## src/rtl/mips_ctrl_pkg.sv

```systemverilog
// Shared encodings for the multicycle MIPS main control and its consumers
// (ALUControl reuses the ALUOp constants).
package mips_ctrl_pkg;

    // Control FSM states; codes 12..15 are unreachable and decode to FETCH / all-zero outputs.
    typedef enum logic [3:0] {
        FETCH   = 4'd0,
        DECODE  = 4'd1,
        MEMADR  = 4'd2,
        MEMRD   = 4'd3,
        MEMWB   = 4'd4,
        MEMWR   = 4'd5,
        EXECUTE = 4'd6,
        ALUWB   = 4'd7,
        BRANCH  = 4'd8,
        ADDIEX  = 4'd9,
        ADDIWB  = 4'd10,
        JUMP    = 4'd11
    } state_t;

    // Opcodes, instr[31:26]
    localparam logic [5:0] OP_RTYPE = 6'b000000;
    localparam logic [5:0] OP_LW    = 6'b100011;
    localparam logic [5:0] OP_SW    = 6'b101011;
    localparam logic [5:0] OP_BEQ   = 6'b000100;
    localparam logic [5:0] OP_ADDI  = 6'b001000;
    localparam logic [5:0] OP_J     = 6'b000010;

    // ALUOp bus toward ALUControl
    localparam logic [1:0] ALUOP_ADD   = 2'b00;
    localparam logic [1:0] ALUOP_SUB   = 2'b01;
    localparam logic [1:0] ALUOP_FUNCT = 2'b10;

    // ALU B-operand select
    localparam logic [1:0] SRCB_REG     = 2'b00;
    localparam logic [1:0] SRCB_FOUR    = 2'b01;
    localparam logic [1:0] SRCB_IMM     = 2'b10;
    localparam logic [1:0] SRCB_IMM_SH2 = 2'b11;

    // Next-PC select
    localparam logic [1:0] PCSRC_ALU    = 2'b00;
    localparam logic [1:0] PCSRC_ALUOUT = 2'b01;
    localparam logic [1:0] PCSRC_JUMP   = 2'b10;

    // Moore output vector, a pure function of state
    typedef struct packed {
        logic [1:0] alu_op;
        logic       alu_src_a;
        logic [1:0] alu_src_b;
        logic       iord;
        logic [1:0] pc_src;
        logic       reg_dst;
        logic       mem_to_reg;
        logic       ir_write;
        logic       mem_write;
        logic       reg_write;
        logic       pc_write;
        logic       branch;
    } ctrl_word_t;

    // True for the opcodes the FSM knows how to sequence
    function automatic logic op_supported(input logic [5:0] op);
        return (op == OP_RTYPE) || (op == OP_LW) || (op == OP_SW) ||
               (op == OP_BEQ) || (op == OP_ADDI) || (op == OP_J);
    endfunction

endpackage

```

## src/rtl/control_word_decode.sv

```systemverilog
// State -> Moore control word. Anything not listed for a state stays 0,
// and corrupt state codes produce an all-zero word.
module control_word_decode
    import mips_ctrl_pkg::*;
(
    input  state_t     state,
    output ctrl_word_t cw
);

    // Per-state control word, zero default first
    always_comb begin
        cw = '0;
        case (state)
            FETCH: begin
                cw.ir_write  = 1'b1;
                cw.pc_write  = 1'b1;
                cw.alu_src_b = SRCB_FOUR;
            end
            DECODE: begin
                // branch target precompute into ALUOut
                cw.alu_src_b = SRCB_IMM_SH2;
            end
            MEMADR: begin
                cw.alu_src_a = 1'b1;
                cw.alu_src_b = SRCB_IMM;
            end
            MEMRD: begin
                cw.iord = 1'b1;
            end
            MEMWB: begin
                cw.mem_to_reg = 1'b1;
                cw.reg_write  = 1'b1;
            end
            MEMWR: begin
                cw.iord      = 1'b1;
                cw.mem_write = 1'b1;
            end
            EXECUTE: begin
                cw.alu_src_a = 1'b1;
                cw.alu_src_b = SRCB_REG;
                cw.alu_op    = ALUOP_FUNCT;
            end
            ALUWB: begin
                cw.reg_dst   = 1'b1;
                cw.reg_write = 1'b1;
            end
            BRANCH: begin
                cw.alu_src_a = 1'b1;
                cw.alu_op    = ALUOP_SUB;
                cw.pc_src    = PCSRC_ALUOUT;
                cw.branch    = 1'b1;
            end
            ADDIEX: begin
                cw.alu_src_a = 1'b1;
                cw.alu_src_b = SRCB_IMM;
            end
            ADDIWB: begin
                cw.reg_write = 1'b1;
            end
            JUMP: begin
                cw.pc_src   = PCSRC_JUMP;
                cw.pc_write = 1'b1;
            end
            default: cw = '0;
        endcase
    end

endmodule

```

## src/rtl/multicycle_main_control.sv

```systemverilog
// Multicycle MIPS main control: state register, next-state logic, and the
// two input-dependent terms (PCEn, IllegalOp). Moore outputs come from
// control_word_decode.
module multicycle_main_control
    import mips_ctrl_pkg::*;
(
    input  logic       clk,
    input  logic       reset,
    input  logic [5:0] Op,
    input  logic       Zero,
    output logic [1:0] ALUOp,
    output logic       ALUSrcA,
    output logic [1:0] ALUSrcB,
    output logic       IorD,
    output logic [1:0] PCSrc,
    output logic       RegDst,
    output logic       MemtoReg,
    output logic       IRWrite,
    output logic       MemWrite,
    output logic       RegWrite,
    output logic       PCWrite,
    output logic       Branch,
    output logic       PCEn,
    output logic       IllegalOp
);

    state_t     state, state_next;
    ctrl_word_t cw;

    // State register; async reset abandons any in-flight instruction at once
    always_ff @(posedge clk or posedge reset) begin
        if (reset) state <= FETCH;
        else       state <= state_next;
    end

    // Next-state; Op only matters in DECODE and MEMADR
    always_comb begin
        state_next = FETCH;
        case (state)
            FETCH:   state_next = DECODE;
            DECODE: begin
                case (Op)
                    OP_LW, OP_SW: state_next = MEMADR;
                    OP_RTYPE:     state_next = EXECUTE;
                    OP_BEQ:       state_next = BRANCH;
                    OP_ADDI:      state_next = ADDIEX;
                    OP_J:         state_next = JUMP;
                    default:      state_next = FETCH;  // illegal: NOP
                endcase
            end
            MEMADR: begin
                if (Op == OP_LW)      state_next = MEMRD;
                else if (Op == OP_SW) state_next = MEMWR;
                else                  state_next = FETCH;
            end
            MEMRD:   state_next = MEMWB;
            EXECUTE: state_next = ALUWB;
            ADDIEX:  state_next = ADDIWB;
            default: state_next = FETCH;  // writebacks, BRANCH, JUMP, corrupt codes
        endcase
    end

    control_word_decode u_decode (
        .state (state),
        .cw    (cw)
    );

    assign ALUOp     = cw.alu_op;
    assign ALUSrcA   = cw.alu_src_a;
    assign ALUSrcB   = cw.alu_src_b;
    assign IorD      = cw.iord;
    assign PCSrc     = cw.pc_src;
    assign RegDst    = cw.reg_dst;
    assign MemtoReg  = cw.mem_to_reg;
    assign IRWrite   = cw.ir_write;
    assign MemWrite  = cw.mem_write;
    assign RegWrite  = cw.reg_write;
    assign PCWrite   = cw.pc_write;
    assign Branch    = cw.branch;

    // Branch resolves on the live Zero flag in the same cycle
    assign PCEn      = cw.pc_write | (cw.branch & Zero);
    assign IllegalOp = (state == DECODE) && !op_supported(Op);

endmodule

```

## config.mk

```make
export PLATFORM = sky130hd
export DESIGN_NAME = multicycle_main_control
export DESIGN_NICKNAME = d
export VERILOG_FILES = /design/src/rtl/mips_ctrl_pkg.sv /design/src/rtl/control_word_decode.sv /design/src/rtl/multicycle_main_control.sv
export SDC_FILE = /design/constraint.sdc
export NUM_CORES = 1
export LEC_CHECK = 0
export CAP_MARGIN = 20
export CORE_MARGIN = 2
export CORE_UTILIZATION = 29
export DETAILED_ROUTE_END_ITERATION = 6
export GPL_TIMING_DRIVEN = 0
export SKIP_LAST_GASP = 1
export SLEW_MARGIN = 25
export SYNTH_ARGS = -nofsm -noshare
export SYNTH_HDL_FRONTEND = slang
export SYNTH_SLANG_ARGS = --single-unit
```

## constraint.sdc

```tcl
create_clock -name clk -period 1.4 [get_ports clk]
set_input_delay 0.28 -clock clk [delete_from_list [all_inputs] [get_ports clk]]
set_output_delay 0.28 -clock clk [all_outputs]
set_load 0.005 [all_outputs]
```

# Word level (Yosys, flattened, before mapping)
# Cells that the tools add are included.
[word_totals]
ff_bits = 4
latch_bits = 0
ramBits = 0
romBits = 0
input_bits = 9
out_inout_bits = 17
n_memories = 0
[classes]
add_sub_neg = 0
multipliers = 0
div = 0
magnitude_cmp = 0
n_eq_ne = 16
shifts = 0
mux = 16
bitwise_logic = 2
reduce_logical = 15
[op_table]
columns = ["cell", "n"]
rows = [
  ["4-bit case mux with 6 select lines", 1],
  ["4-bit case mux with 5 select lines", 1],
  ["4-bit by 3-bit == test with 1-bit output (second input constant)", 4],
  ["4-bit == test (second input constant)", 4],
  ["6-bit == test (second input constant)", 2],
  ["1-bit 2-to-1 mux", 9],
  ["4-bit by 2-bit == test with 1-bit output (second input constant)", 2],
  ["2-bit case mux with 2 select lines", 2],
  ["2-bit OR reduction", 4],
  ["6-bit by 2-bit == test with 1-bit output (second input constant)", 1],
  ["6-bit by 3-bit == test with 1-bit output (second input constant)", 1],
  ["6-bit by 4-bit == test with 1-bit output (second input constant)", 1],
  ["6-bit zero test", 1],
  ["3-bit 2-to-1 mux", 2],
  ["2-bit case mux with 3 select lines", 1],
  ["1-bit logical OR", 5],
  ["4-bit by 1-bit == test with 1-bit output (second input constant)", 1],
  ["4-bit zero test", 1],
  ["4-bit OR reduction", 1],
  ["3-bit OR reduction", 1],
  ["1-bit AND", 1],
  ["1-bit logical AND", 1],
  ["1-bit zero test", 1],
  ["1-bit OR", 1],
]

# Longest topological paths before layout
[logic_depth]
depth_word = 8
depth_mapped = 4
depth_no_buf = 3

# Cells and area by module
# A second synthesis with hierarchy kept.
[hier_totals]
cells_unflattened = 64
area_unflattened_um2 = 501.7
[modules_own_cells]
columns = ["module", "instances", "cells_per_inst", "area_each_um2", "seq_area_each_um2"]
rows = [
  ["multicycle_main_control", 1, 37, 342.8, 100.1],
  ["control_word_decode", 1, 27, 158.9, 0.0],
]

# Least setup slack after synthesis
# Ideal clock, no wire load.
[synth_timing]
kind = "register to output"
from = "reg state[0]"
to = "out PCWrite"
arrival_ns = 1.055
t_required_ns = 1.120
slack_ns = 0.065
path_stages_with_launch = 4
path_cell_list = "dfrtp_1 -> clkbuf_1 -> or3_1 -> a21oi_1"
[synth_via]
elab_chain_len = 3
[synth_rtl]
columns = ["item", "line_no", "rtl"]
rows = [
  ["from (decl)", "multicycle_main_control.sv:27", "state_t state, state_next;"],
  ["from (signal assigned)", "multicycle_main_control.sv:33", "else state <= state_next;"],
  ["4-bit == test / 4-bit zero test (equally long branches)", "control_word_decode.sv:13", "case (state)"],
  ["2-bit OR reduction (no source line) *", "n/a", ""],
  ["1-bit 2-to-1 mux *", "control_word_decode.sv:13", ""],
  ["to (decl)", "multicycle_main_control.sv:21", "output logic PCWrite,"],
]
# Mark *: on every way between the ends. The rest lies on a longest branch, timed or not.

# Final worst setup path
[layout_timing]
from = "reg state[3]"
to = "out PCWrite"
# The elaborated chain is that of the path after synthesis.

==> results.md <==
- Outcome: finished with violations
- Violations in the final reports: setup timing
- Endpoint of the worst setup timing path: PCWrite
- CTS tree: yes
- Total die area: approximately 0.002 mm^2
- Reg2Reg Setup Slack: -0.05 ns
- Setup repair after global routing missed its margin: true
- CP cell instances: buf_6 -> or3_4 -> a21oi_2 -> buf_2
- Top reg by flops: state
- Kind of start point of the critical path: register
- Clock latency on the worst-skew pair: 0.25 ns
- Site row count: 14
- Highest clock rate: about 0.59 GHz
- Final core utilization: roughly 78%
- Type of the worst setup path: reg2out
- Crit Reg-Reg Startpoint: state[0]
- Vias in the first global route: 789
- R2r worst-path depth: 6
- RD Place Congestion: roughly 0.85
- Leakage: about 0.57 nW
- Core area: around 0.0016 mm^2
- Clock Root Buffer: clkbuf_4
- Max-slew violation count: 0
- Total inserted antenna cells: 0
- Max capacitance violation total: 0
- Pin count of the biggest net entering global routing: 11
- Element type at the critical path end: primary output
- Worst path arrival time: between 1 and 1.5 ns
- Clock skew after layout: ~0.0056 ns
- Number of synthesis warnings: 0
- Total length of routed wires: around 2.5 mm
- Floorplan die width: 45.28 um
- Crit path setup slack, layout: -0.2859 ns
- Net count after synthesis: 77
- Number of buffers between clock root and the deepest sink: 2
- Worst stage delay on the critical path: about 0.4 ns
- Count of placed standard cells including taps: 109
- Commonest non-fill, non-tap cells in the layout: 17 x buf_4, 16 x buf_6, 15 x buf_2
- Reg-to-reg critical path endpoint: state[2]
- Relative slew margins: between 70 and 80%
- CP Depth: 4
- Average detailed-routed wire length per instance: approximately 18 um
- Buffer and inverter count on the worst path: 2
- Clk sink count: 4
- Count of boundary I/O pins: 26
- Worst VDD drop: just under 800 uV
- TritonCTS Buffers: 3
- Most frequent standard cell in the layout excluding fill and tap cells: buf_4
- Path category of the worst min-delay check: in2async
- Routed Antenna Nets: 0
- Post-route worst hold slack: roughly 0.27 ns
- Total Nets Final: 136
- Share of synthesized area occupied by flip-flops and latches: 20.25%
- Fraction of final layout cells sized beyond drive strength 1: a little under three quarters
- Crit-path slowest cell: dfrtp_1
- Setup violators final: 19
- Number of fill cells in the layout: between 100 and 150
- Quantity of hold-fixing buffers added after cts: 0
- Ratio of total power to cell area: ~1400 mW/mm^2
- Die H: roughly 45 um
- Post-synthesis cell count: between 60 and 70
- Violation count after the first detailed-route iteration: 24
- Dpl hpwl: 1.135 mm
- Crit share post-route: 120.4%
- Register bit count reported by yosys: 4
- Number of standard cells in the layout, taps in and fillers out: about 140
- Number of distinct standard cells referenced by the synthesized netlist: 32
- Number of search-and-repair iterations in the first detailed-routing pass: 4
- H-Tree Depth: 1
- Final Hold Viols: 0
- Cell family with most CP delay: flip-flops
- Clk pin slew, worst setup/hold paths: roughly 0.05 ns
- Worst setup startpoint: state[3]
- Number of flip-flops under the largest register name: 4
- Final critical-path required period: approximately 1.7 ns
- Initial core utilization: a little under a third
- Crit Path Max Fanout: 7
- Total congestion overflow after global routing: 0
- Residual DRC count: 0
- Least-Margin Pin Slew: approximately 0.34 ns
- Initial antenna violation count: 0
- Netlist Area Pre-Place: ~490 um^2
- Wire length of the first global-routing pass: between 3 and 4 mm
- Regs by FF count: state (4)
- DR vias: roughly 800
- Overall fraction of global-route tracks in use: 26.56%
- Critical path required time: about 1.1 ns
- P&R area growth vs syn: 144.6%
- PortBufs: 25
- Average instance area after synthesis: 7.268 um^2
- Vias per std cell: just under 6
- Aggregate negative setup slack: -3.505 ns
## stage by stage
step	setup slack [ns]	power, W	area, um^2
6_report	-0.2859	0.001632	1209
5_1_grt	-0.3291	0.001709	1209
4_1_cts	-0.2694	0.001429	1164
3_5_place_dp	-0.7722	0.0008109	764.5
3_3_place_gp	-0.7702	0.0008072	764.5
2_1_floorplan	0.06466	0.0004873	494.2
## what timing repair did
action / 4_1_cts / 5_1_grt
pin swaps: 10 / 7
gates cloned: 1 / 0
endpoints found under the setup margin: 17 / 19
resized for setup: 131 / 10
buffers inserted: 26 / 2
## metal layers
layer / track usage, % / routed length [um] / vias up
met3: 4.000 / 146 / 6
li1: - / - / 367
met2: 46.86 / 1350 / 49
met1: 31.87 / 994 / 400
met5: 0 / 0 / -
met4: 10.59 / 41 / 0
## layout make-up
class	instances	area (um^2)	share of cell area [%]
buffer	6	71.32	5.901
clock buffer	3	22.52	1.863
inverter	5	23.77	1.967
multi-input combinational	53	534.3	44.20
sequential	4	102.6	8.489
tap	16	20.02	1.656
timing repair buffer	54	434.2	35.92
## synthesized netlist by cell type, drive strengths merged
| cell type | count | share of area (%) |
|---|---|---|
| and3 | 1 | 1.3 |
| xor2 | 1 | 1.8 |
| a221o | 2 | 4.1 |
| nand2b | 5 | 6.3 |
| nand3 | 2 | 2.0 |
| nor4 | 4 | 8.1 |
| nor3 | 7 | 7.1 |
| or3 | 1 | 1.3 |
| nor2 | 7 | 5.3 |
| clkbuf | 1 | 0.76 |
| nor4bb | 1 | 2.0 |
| o311a | 1 | 2.0 |
| a21oi | 4 | 4.1 |
| o211ai | 1 | 1.5 |
| nor2b | 1 | 1.3 |
| o31ai | 2 | 3.0 |
| o21ai | 3 | 3.0 |
| inv | 4 | 3.0 |
| or2 | 3 | 3.8 |
| and4 | 1 | 1.8 |
| o2111ai | 1 | 1.8 |
| dfrtp | 4 | 20 |
| nand2 | 1 | 0.76 |
| nand4 | 1 | 1.3 |
| buf | 5 | 6.8 |
| xnor2 | 2 | 3.5 |
| o22ai | 1 | 1.3 |
| clkinv | 1 | 0.76 |
## cells by family after synthesis
group | after synthesis | share of synthesized area (%)
buffers and inverters | 11 | 11.39
AOI/OAI and AO/OA | 15 | 20.76
and+or+nand+nor | 35 | 42.28
xor gates and xnor gates | 3 | 5.317
DFF | 4 | 20.25
## power by group
group	internal (W)	switching (W)	total (W)
registers	0.000144	0.0000302	0.000174
logic	0.000746	0.000555	0.00130
clock network	0.0000968	0.0000603	0.000157
total	0.000986	0.000646	0.00163
## worst reg2reg max path, stage by stage, from the launching register on
cell     delay, ns
dfrtp_2       0.42
buf_4         0.15
buf_4         0.14
buf_4         0.14
xnor2_2       0.14
nor3_1        0.08
a221o_1       0.26
## how the worst min path moves through the flow
stage | end
finish | state[3]
global placement | state[0]
global route | state[0]
CTS | state[2]
floorplan | state[0]
detailed placement | state[0]
Note: power is estimated with default switching activity, not from simulation.
